**config.mk**
```make
export PLATFORM = sky130hd
export DESIGN_NAME = mem_arbiter
export DESIGN_NICKNAME = d
export VERILOG_FILES = /design/src/rtl/mem_arbiter.sv
export SDC_FILE = /design/constraint.sdc
export NUM_CORES = 1
export LEC_CHECK = 0
export BUFFER_PORTS_ARGS = -buffer_cell sky130_fd_sc_hd__buf_2
export CAP_MARGIN = 20
export CORE_AREA = 2 2 346 348
export DETAILED_ROUTE_END_ITERATION = 10
export DIE_AREA = 0 0 348 350
export HOLD_SLACK_MARGIN = 0.05
export PLACE_DENSITY = 0.39
export SLEW_MARGIN = 10
export SYNTH_ARGS = -nofsm -noshare
export SYNTH_HDL_FRONTEND = slang
export SYNTH_SLANG_ARGS = --single-unit
export TNS_END_PERCENT = 30
```
**constraint.sdc**
```tcl
create_clock -name clk -period 2.2 [get_ports clk]
set_clock_uncertainty 0.05 [all_clocks]
set_input_delay 0.44 -clock clk [delete_from_list [all_inputs] [get_ports clk]]
set_output_delay 0.44 -clock clk [all_outputs]
set_load 0.01 [all_outputs]
```
**src/rtl/mem_arbiter.sv**
```systemverilog
// Two-port (instruction/data cache) round-robin arbiter in front of a single
// block-wide memory port; one outstanding transaction at a time.
module mem_arbiter #(
  parameter int ADDR_W = 28,
  parameter int DATA_W = 128
) (
  input  logic              clk,
  input  logic              proc_reset,

  input  logic              i_read,
  input  logic              i_write,
  input  logic [ADDR_W-1:0] i_addr,
  input  logic [DATA_W-1:0] i_wdata,
  output logic [DATA_W-1:0] i_rdata,
  output logic              i_ready,

  input  logic              d_read,
  input  logic              d_write,
  input  logic [ADDR_W-1:0] d_addr,
  input  logic [DATA_W-1:0] d_wdata,
  output logic [DATA_W-1:0] d_rdata,
  output logic              d_ready,

  output logic              mem_read,
  output logic              mem_write,
  output logic [ADDR_W-1:0] mem_addr,
  output logic [DATA_W-1:0] mem_wdata,
  input  logic [DATA_W-1:0] mem_rdata,
  input  logic              mem_ready,

  output logic [15:0]       d_grant_cnt,
  output logic [15:0]       i_grant_cnt
);

  localparam logic [1:0] IDLE = 2'd0;
  localparam logic [1:0] BUSY = 2'd1;
  localparam logic [1:0] DONE = 2'd2;

  logic [1:0] state;
  logic       last_grant;  // 1: port D was granted last, 0: port I
  logic       gnt_d;       // port owning the current transaction

  logic       i_req;
  logic       d_req;
  logic       pick_d;
  logic       pick_write;

  always_comb begin
    i_req      = i_read | i_write;
    d_req      = d_read | d_write;
    // D wins alone, or on a tie when I was served last
    pick_d     = d_req & (~i_req | ~last_grant);
    pick_write = pick_d ? d_write : i_write;
  end

  always_ff @(posedge clk) begin
    if (proc_reset) begin
      state       <= IDLE;
      last_grant  <= 1'b0;
      gnt_d       <= 1'b0;
      mem_read    <= 1'b0;
      mem_write   <= 1'b0;
      mem_addr    <= '0;
      mem_wdata   <= '0;
      i_ready     <= 1'b0;
      d_ready     <= 1'b0;
      i_rdata     <= '0;
      d_rdata     <= '0;
      i_grant_cnt <= '0;
      d_grant_cnt <= '0;
    end else begin
      case (state)
        IDLE: begin
          if (i_req | d_req) begin
            gnt_d     <= pick_d;
            mem_addr  <= pick_d ? d_addr  : i_addr;
            mem_wdata <= pick_d ? d_wdata : i_wdata;
            mem_write <= pick_write;
            mem_read  <= ~pick_write;
            state     <= BUSY;
          end
        end

        BUSY: begin
          if (mem_ready) begin
            mem_read  <= 1'b0;
            mem_write <= 1'b0;
            if (gnt_d) d_ready <= 1'b1;
            else       i_ready <= 1'b1;
            // rdata registers only ever move on a completed read
            if (mem_read) begin
              if (gnt_d) d_rdata <= mem_rdata;
              else       i_rdata <= mem_rdata;
            end
            state <= DONE;
          end
        end

        DONE: begin
          i_ready    <= 1'b0;
          d_ready    <= 1'b0;
          if (gnt_d) d_grant_cnt <= d_grant_cnt + 16'd1;
          else       i_grant_cnt <= i_grant_cnt + 16'd1;
          last_grant <= gnt_d;
          state      <= IDLE;
        end

        default: state <= IDLE;
      endcase
    end
  end

endmodule

```
Yosys cells after proc, flatten, opt, wreduce, memory -nomap -nowiden
Index checks and enable logic that the tools add are counted.

storage, ports and cells
  register bits = 452
  input bits = 447
  output and inout port bits = 448

operators by class
  $add $sub $neg = 2
  equality and inequality tests = 6
  multiplexer cells = 17
  bitwise operators = 9
  reductions and logical operators = 12

operators by type and width
  operator                                       count
  2-to-1 mux 128 bit                             1
  adder 16 x 1 -> 16 bit, second input constant  2
  2-to-1 mux 28 bit                              1
  AND reduction 3 bit                            3
  2-to-1 mux 1 bit                               8
  inequality test 2 bit, second input constant   4
  case mux 1 bit (2 select lines)                4
  AND reduction 2 bit                            4
  AND reduction 4 bit                            2
  2-to-1 mux 2 bit                               2
  inverter 1 bit                                 4
  OR 1 bit                                       4
  case mux 2 bit (2 select lines)                1
  nonzero test 2 bit                             2
  == test 2 x 1 -> 1 bit, second input constant  1
  == test 2 bit, second input constant           1
  logical NOT 2 bit                              1
  bitwise AND 1 bit                              1

Longest topological paths before layout
Gate-level depths: netlist of the first run.

  word-level depth = 8
  depth in mapped cells = 7

Worst setup path after synthesis of the first run
Ideal clock, no wire load.

  path type = register to register
  start = reg d_grant_cnt[0]
  end = reg d_grant_cnt[14]
  library setup time = 0.070 ns
  arrival time = 1.577 ns
  required time = 2.080 ns
  slack = 0.503 ns
  cell stages (with the launch flop) = 7
  period minus slack after synthesis = 1.697 ns
  cell sequence = dfxtp_1 -> ha_1 -> and4b_1 -> buf_2 -> nand2_1 -> or4_1 -> a21oi_1

on the way
  cells in the longest elaborated chain, start to end = 1

ends and longest elaborated chain
  item                    line  source
  start, declared         31    output logic [15:0] d_grant_cnt,
  start signal, assigned  102   if (gnt_d) d_grant_cnt <= d_grant_cnt + 16'd1;
  adder 16 x 1 -> 16 bit  102

Every way passes these cells.
A chain may end at the register's enable or synchronous reset.

Worst setup path in the final report of the first run
  start = reg state[1]
  end = reg mem_wdata[112]

on the way
  cells in the longest elaborated chain, start to end = 2

ends and longest elaborated chain
  item                                  line  source
  start, declared                       39    logic [1:0] state;
  start signal, assigned                58    state <= IDLE;
  start signal, assigned                80    state <= BUSY;
  start signal, assigned                95    state <= DONE;
  logical NOT 2 bit                     72    case (state)
  AND reduction 2 bit (no source line)  -
  end signal, assigned                  77    mem_wdata <= pick_d ? d_wdata : i_wdata;
  end, declared                         27    output logic [DATA_W-1:0] mem_wdata,

Every way passes these cells.

==> results of run 1 <==
## timing repair
action	4_1_cts	5_1_grt
endpoints found under the hold margin	416	0
gates resized for setup	0	1
setup endpoints to repair	0	3
hold buffers	427	0
## metrics by stage
step                      utilization  power, W  worst slack (ns)  cells  area [um2]
final                          0.2554   0.02129            0.1391   5058       30080
after global routing           0.2553   0.02225           0.01283   5053       30060
after CTS                      0.2552   0.02176           0.09243   5049       30050
after detailed placement       0.2036   0.01168           0.06189   4526       23980
after global placement         0.2036   0.01168            0.1009   4526       23980
after floorplan                     -   0.01004            0.5025   2187       17130
## cell families after synthesis
kind of cell,after synthesis,synth area share
DFF,452,0.5282
AOI/OAI and AO/OA,454,0.1683
muxes,2,0.001169
adders and majority gates,2,0.001460
xor gates and xnor gates,17,0.008690
buffers and inverters,184,0.04396
and+or+nand+nor,1076,0.2483
## routing by layer
layer | vias to the layer above | global-route usage | share of wire
met2 | 737 | 0.2624 | 0.49
met3 | 149 | 0.05135 | 0.084
met5 | - | 0 | 0.00057
li1 | 9951 | - | -
met1 | 9321 | 0.1665 | 0.39
met4 | 8 | 0.05151 | 0.034
## synth_stat cells, types with 2 or more instances
cell	count	share of area
nand2_1	832	0.18
dfxtp_1	452	0.53
a21oi_1	275	0.080
nor2_1	180	0.039
a311oi_1	156	0.080
clkbuf_1	113	0.025
buf_2	44	0.013
buf_1	21	0.0046
nand3_1	11	0.0032
o21ai_0	11	0.0032
nand4_1	10	0.0037
xor2_1	10	0.0051
or3_1	9	0.0033
xnor2_1	7	0.0036
and3_1	5	0.0018
and4_1	5	0.0026
inv_1	4	0.00088
o31ai_1	4	0.0018
nor3_1	3	0.00088
o21ai_1	3	0.00088
and2_1	2	0.00073
buf_4	2	0.00088
ha_1	2	0.0015
mux2i_1	2	0.0012
nand2b_1	2	0.00073
nor2b_1	2	0.00073
nor4_1	2	0.00073
or4_1	2	0.00088
## flip-flops by register name, indices dropped and copies added, names as in the netlist
name,flops
d_grant_cnt,16
mem_wdata,128
i_ready,1
last_grant,1
d_rdata,128
state,2
i_rdata,128
gnt_d,1
mem_read,1
mem_write,1
mem_addr,28
d_ready,1
i_grant_cnt,16
## worst reg2reg max path: cells and delay by family (launching register included)
kind,cells,cell delay [ns]
flops,1,0.37
simple gates,2,0.35
compound gates,1,0.25
buf+inv,3,0.98
## worst max-delay path by stage
stage                              start               to  slack [ns]  cells past startpoint
after CTS                     last_grant   mem_wdata[112]        0.09                      6
after global routing            state[1]   mem_wdata[112]        0.01                      6
after floorplan           d_grant_cnt[0]  d_grant_cnt[14]        0.50                      6
after detailed placement         d_write    mem_wdata[53]        0.06                      6
after global placement           d_write    mem_wdata[10]        0.10                      6
final                           state[1]   mem_wdata[112]        0.14                      6
## power by group through the flow
stage	Clock [W]	Combinational, W	Sequential, W
floorplan	0	0.000960	0.00908
detailed placement	0	0.00270	0.00897
CTS	0.00962	0.00334	0.00879
global route	0.00986	0.00355	0.00883
finish	0.00922	0.00327	0.00880
global placement	0	0.00270	0.00897
## area by class of cell
cell class                      instances  area share
Antenna cell                            9   0.0007488
Clock buffer                           77     0.05433
Clock inverter                         19    0.005367
Inverter                                4   0.0004992
Multi-Input combinational cell       1551      0.2447
Sequential cell                       452      0.3009
Tap cell                             1536     0.06390
Timing Repair Buffer                 1410      0.3296
==> flow_summary.yaml, run 1 <==
run_status:
  status: "completed"
finish:
  layout_common_cells: "buf_2, nand2_1, dfxtp_1"
  fillCellCount: 13050
  mostFrequentLayoutCell: "buf_2"
  seqCellArea_um2: 9049
  drive_gt1_frac: 0.3083
  finalNetCount: 3925
  multi_input_area_um2: 7358
  area_growth_pct: 75.55
global_routing:
  grt_max_degree: 94
  antenna_found_initial: 23
  grtUsageTotal: 0.1490
  grt_pass1_vias: 19880
  grt_pass1_wl_um: 135300
  grt-ovfl-total: 0
placed_design:
  io_buffers: 894
  place.gp.congestion: 0.8270
  dp_hpwl_um: 73800
yosys:
  async_flop_share: 0
  yosysWarningCount: 0
  avgSynthCellArea_um2: 7.834
  ys.flop_type: "dfxtp_1"
  synth_edf_count: 0
  synthCells: 2187
  synth_cell_types: 44
  yosys_register_bits: 452
  synth.yosys.seq_area_share: 0.5282
  synth_nets: 2636
  syn_area_um2: 17130
pwr:
  powerDensity_nw_per_um2: 708.0
  p_int_w: 0.01545
  max-vdd-ir-drop_uv: 519.2
  power.leakage_nw: 13.15
  p_clk_frac: 0.433
  power.switching_w: 0.005845
  netSwitchingFraction: 0.2745
  power.share.combinational: 0.154
  power_frac_seq: 0.413
floorplan:
  dieWidth_um: 348
  ios: 895
  die-area_um2: 121800
  fp.coreArea_um2: 117800
  rows: 126
  start_util: 0.1455
  die_h_um: 350
critical_path:
  worstSetupPathType: "reg2reg"
  critical_path_peak_fanout: 33
  reg2reg_from: "state[1]"
  r2r_cells: 6
  startpoint_type: "flop"
  path_buf_inv: 3
  cp.required_ns: 2.73
  r2r-end: "mem_wdata[112]"
  r2r_slack_ns: 0.14
  cp-end-kind: "flop"
  slowest_stage: "dlygate4sd3_1"
  critical_path.max_stage_delay_ns: 0.57
  critPathArrivalTime_ns: 2.59
  worstPathCellList: "buf_4, nor3_4, buf_12, nor2_1, a311oi_1, dlygate4sd3_1"
  crit_family: "buffers and inverters"
sta:
  drv_slew: 0
  post-route-min-period_ns: 2.061
  timing.final.crit_share: 0.9368
  slew_headroom: 0.6431
  fin_tns_setup_ns: 0
  hold_slack_ns: 0.08641
  rsz0062_at_grt: "no"
  hold_violations: 0
  setup_viol: 0
  max_freq_ghz: 0.4852
  tightest_slew_ns: 0.5309
clocking:
  clk_pin_slew_worst_paths_ns: 0.06
  numClockSinks: 452
  cts_inserted_buffers: 57
  cts_setup_buffers: 0
  h-tree-depth: 2
  clkLatencyLatePin_ns: 0.63
  clockBufferDepth: 3
  clock-root-buffer: "clkbuf_16"
  cts_tree: "built"
routing:
  dr.pass1.iters: 5
  drc: 0
  via_per_inst: 3.987
  wl_per_cell_um: 19.02
  drtIter0Drc: 1116
  ant_nets: 0
  totalWireLength_um: 96210
  via_count: 20170
hold_path:
  hp-class: "in2reg"
  min_path_cells: 3
  hold_start: "d_wdata[9]"
  min_to: "mem_wdata[9]"
flow_run:
  drv_cap: 0
Note: power is estimated with default switching activity, not from simulation.
==> inputs of run 2 (changes only) <==
--- a/config.mk
+++ b/config.mk
@@ -11,6 +11,7 @@
 export DETAILED_ROUTE_END_ITERATION = 10
 export DIE_AREA = 0 0 348 350
 export HOLD_SLACK_MARGIN = 0.05
+export MAX_ROUTING_LAYER = met4
 export PLACE_DENSITY = 0.39
 export SLEW_MARGIN = 10
 export SYNTH_ARGS = -nofsm -noshare
==> run 2 against run 1 <==
Effect of this change: hold slack better by 0.0011 ns; clock power hardly changed; wire length hardly changed; total power hardly changed; fmax is 0.64% higher; design area hardly changed; die area stayed put; flip-flop and latch count stayed put; non-clock buffer count stayed put; critical path type unchanged; global-route usage is 0.44 points higher; first-iteration DRC count is 5.9% lower; register-to-register slack hardly changed.
==> flow_summary.yaml, run 2 (synthesized netlist as in run 1, its figures left out) <==
finish:
  fin_area_um2: 30090
  area_growth_pct: 75.61
  drive_gt1_frac: 0.3083
  layout_common_cells: "buf_2, nand2_1, dfxtp_1"
  top_regs: "d_rdata (128), i_rdata (128), mem_wdata (128)"
  mostFrequentLayoutCell: "buf_2"
  fillCellCount: 13050
  final_util: 0.2555
  finalNetCount: 3925
clocking:
  cts_inserted_buffers: 57
  numClockSinks: 452
  clockBufferDepth: 3
  clock-root-buffer: "clkbuf_16"
  clk_pin_slew_worst_paths_ns: 0.06
  h-tree-depth: 2
  cts_tree: "built"
  clkLatencyLatePin_ns: 0.63
run_status:
  status: "completed"
placed_design:
  place.gp.congestion: 0.8396
  io_buffers: 894
  dp_hpwl_um: 73800
  place_area_um2: 23980
critical_path:
  worstSetupPathType: "reg2reg"
  reg2reg_from: "state[1]"
  crit_start: "state[1]"
  r2r_slack_ns: 0.15
  startpoint_type: "flop"
  cp-end-kind: "flop"
  critPathArrivalTime_ns: 2.58
  critical_path_peak_fanout: 33
  cp.required_ns: 2.73
sta:
  timing.final.crit_share: 0.9309
  setup_viol: 0
  slew_headroom: 0.6545
  hold_violations: 0
  hold_slack_ns: 0.08748
  tightest_slew_ns: 0.5139
  rsz0062_at_grt: "no"
  fin_tns_setup_ns: 0
  max_freq_ghz: 0.4883
  post-route-min-period_ns: 2.048
  drv_slew: 0
hold_path:
  hp-class: "in2reg"
  hold_start: "d_wdata[9]"
floorplan:
  die-area_um2: 121800
  start_util: 0.1455
  die_h_um: 350
  dieWidth_um: 348
  fp.coreArea_um2: 117800
  ios: 895
  rows: 126
routing:
  via_count: 20170
  totalWireLength_um: 96170
  via_per_inst: 3.984
  drc: 0
  wl_per_cell_um: 19.00
  dr.pass1.iters: 5
  drtIter0Drc: 1050
  ant_nets: 0
global_routing:
  grtUsageTotal: 0.1534
  grt-ovfl-total: 0
  grt_pass1_wl_um: 135300
  grt_pass1_vias: 19870
  antenna_found_initial: 25
  grt_max_degree: 94
pwr:
  max-vdd-ir-drop_uv: 521.8
  powerDensity_nw_per_um2: 707.5
  power.leakage_nw: 13.15
flow_run:
  drv_cap: 0
[run 2: cell types whose count changed in the layout (fill, tap and decap cells not counted), sizes merged]
cell and delta:
diode +4
[run 2: repair_timing]
action / CTS / global route
endpoints found under the hold margin: 416 / 0
buffers inserted: 0 / 0
endpoints found under the setup margin: 0 / 3
resized for setup: 0 / 1
hold buffers: 427 / 0
[run 2: where the power goes]
group	internal (W)	switching, W	total [W]
sequential	0.00856	0.000241	0.00880
combinational	0.00152	0.00176	0.00327
clock	0.00537	0.00384	0.00922
[run 2: critical path, stage by stage, from the launching register on]
cell           delay, ns
dfxtp_1             0.37
buf_4               0.18
nor3_4              0.24
buf_12              0.23
nor2_1              0.07
a311oi_1            0.25
dlygate4sd3_1       0.57
[run 2: path summary, 6_finish.rpt]
path	cells after the start	endpoint
max	6	mem_wdata[112]
min	3	mem_wdata[9]
max reg2reg	6	mem_wdata[112]
min reg2reg	2	d_rdata[85]
[run 2: layout make-up]
type                    instances  area (um2)  area share
repair buffers               1410        9915      0.3295
flip-flops and latches        452        9049      0.3008
multi-input cells            1551        7358      0.2446
well taps                    1536        1922     0.06388
clock buffers                  77        1634     0.05431
clock inverters                19       161.4    0.005365
diodes                         13       32.53    0.001081
inverters                       4       15.01   0.0004990
[run 2: per-layer routing]
layer / wire, um / global-route usage
met1: 37630 / 0.1678
met2: 47730 / 0.2644
met3: 7775 / 0.04869
met4: 3030 / 0.04780
met5: 0 / -
[run 2: through the flow]
step	total power, W	worst slack (ns)	std cells
2_1_floorplan	0.01004	0.5025	2187
3_3_place_gp	0.01168	0.1009	4526
3_5_place_dp	0.01168	0.06189	4526
4_1_cts	0.02176	0.09243	5049
5_1_grt	0.02225	0.01283	5061
6_report	0.02129	0.1521	5062
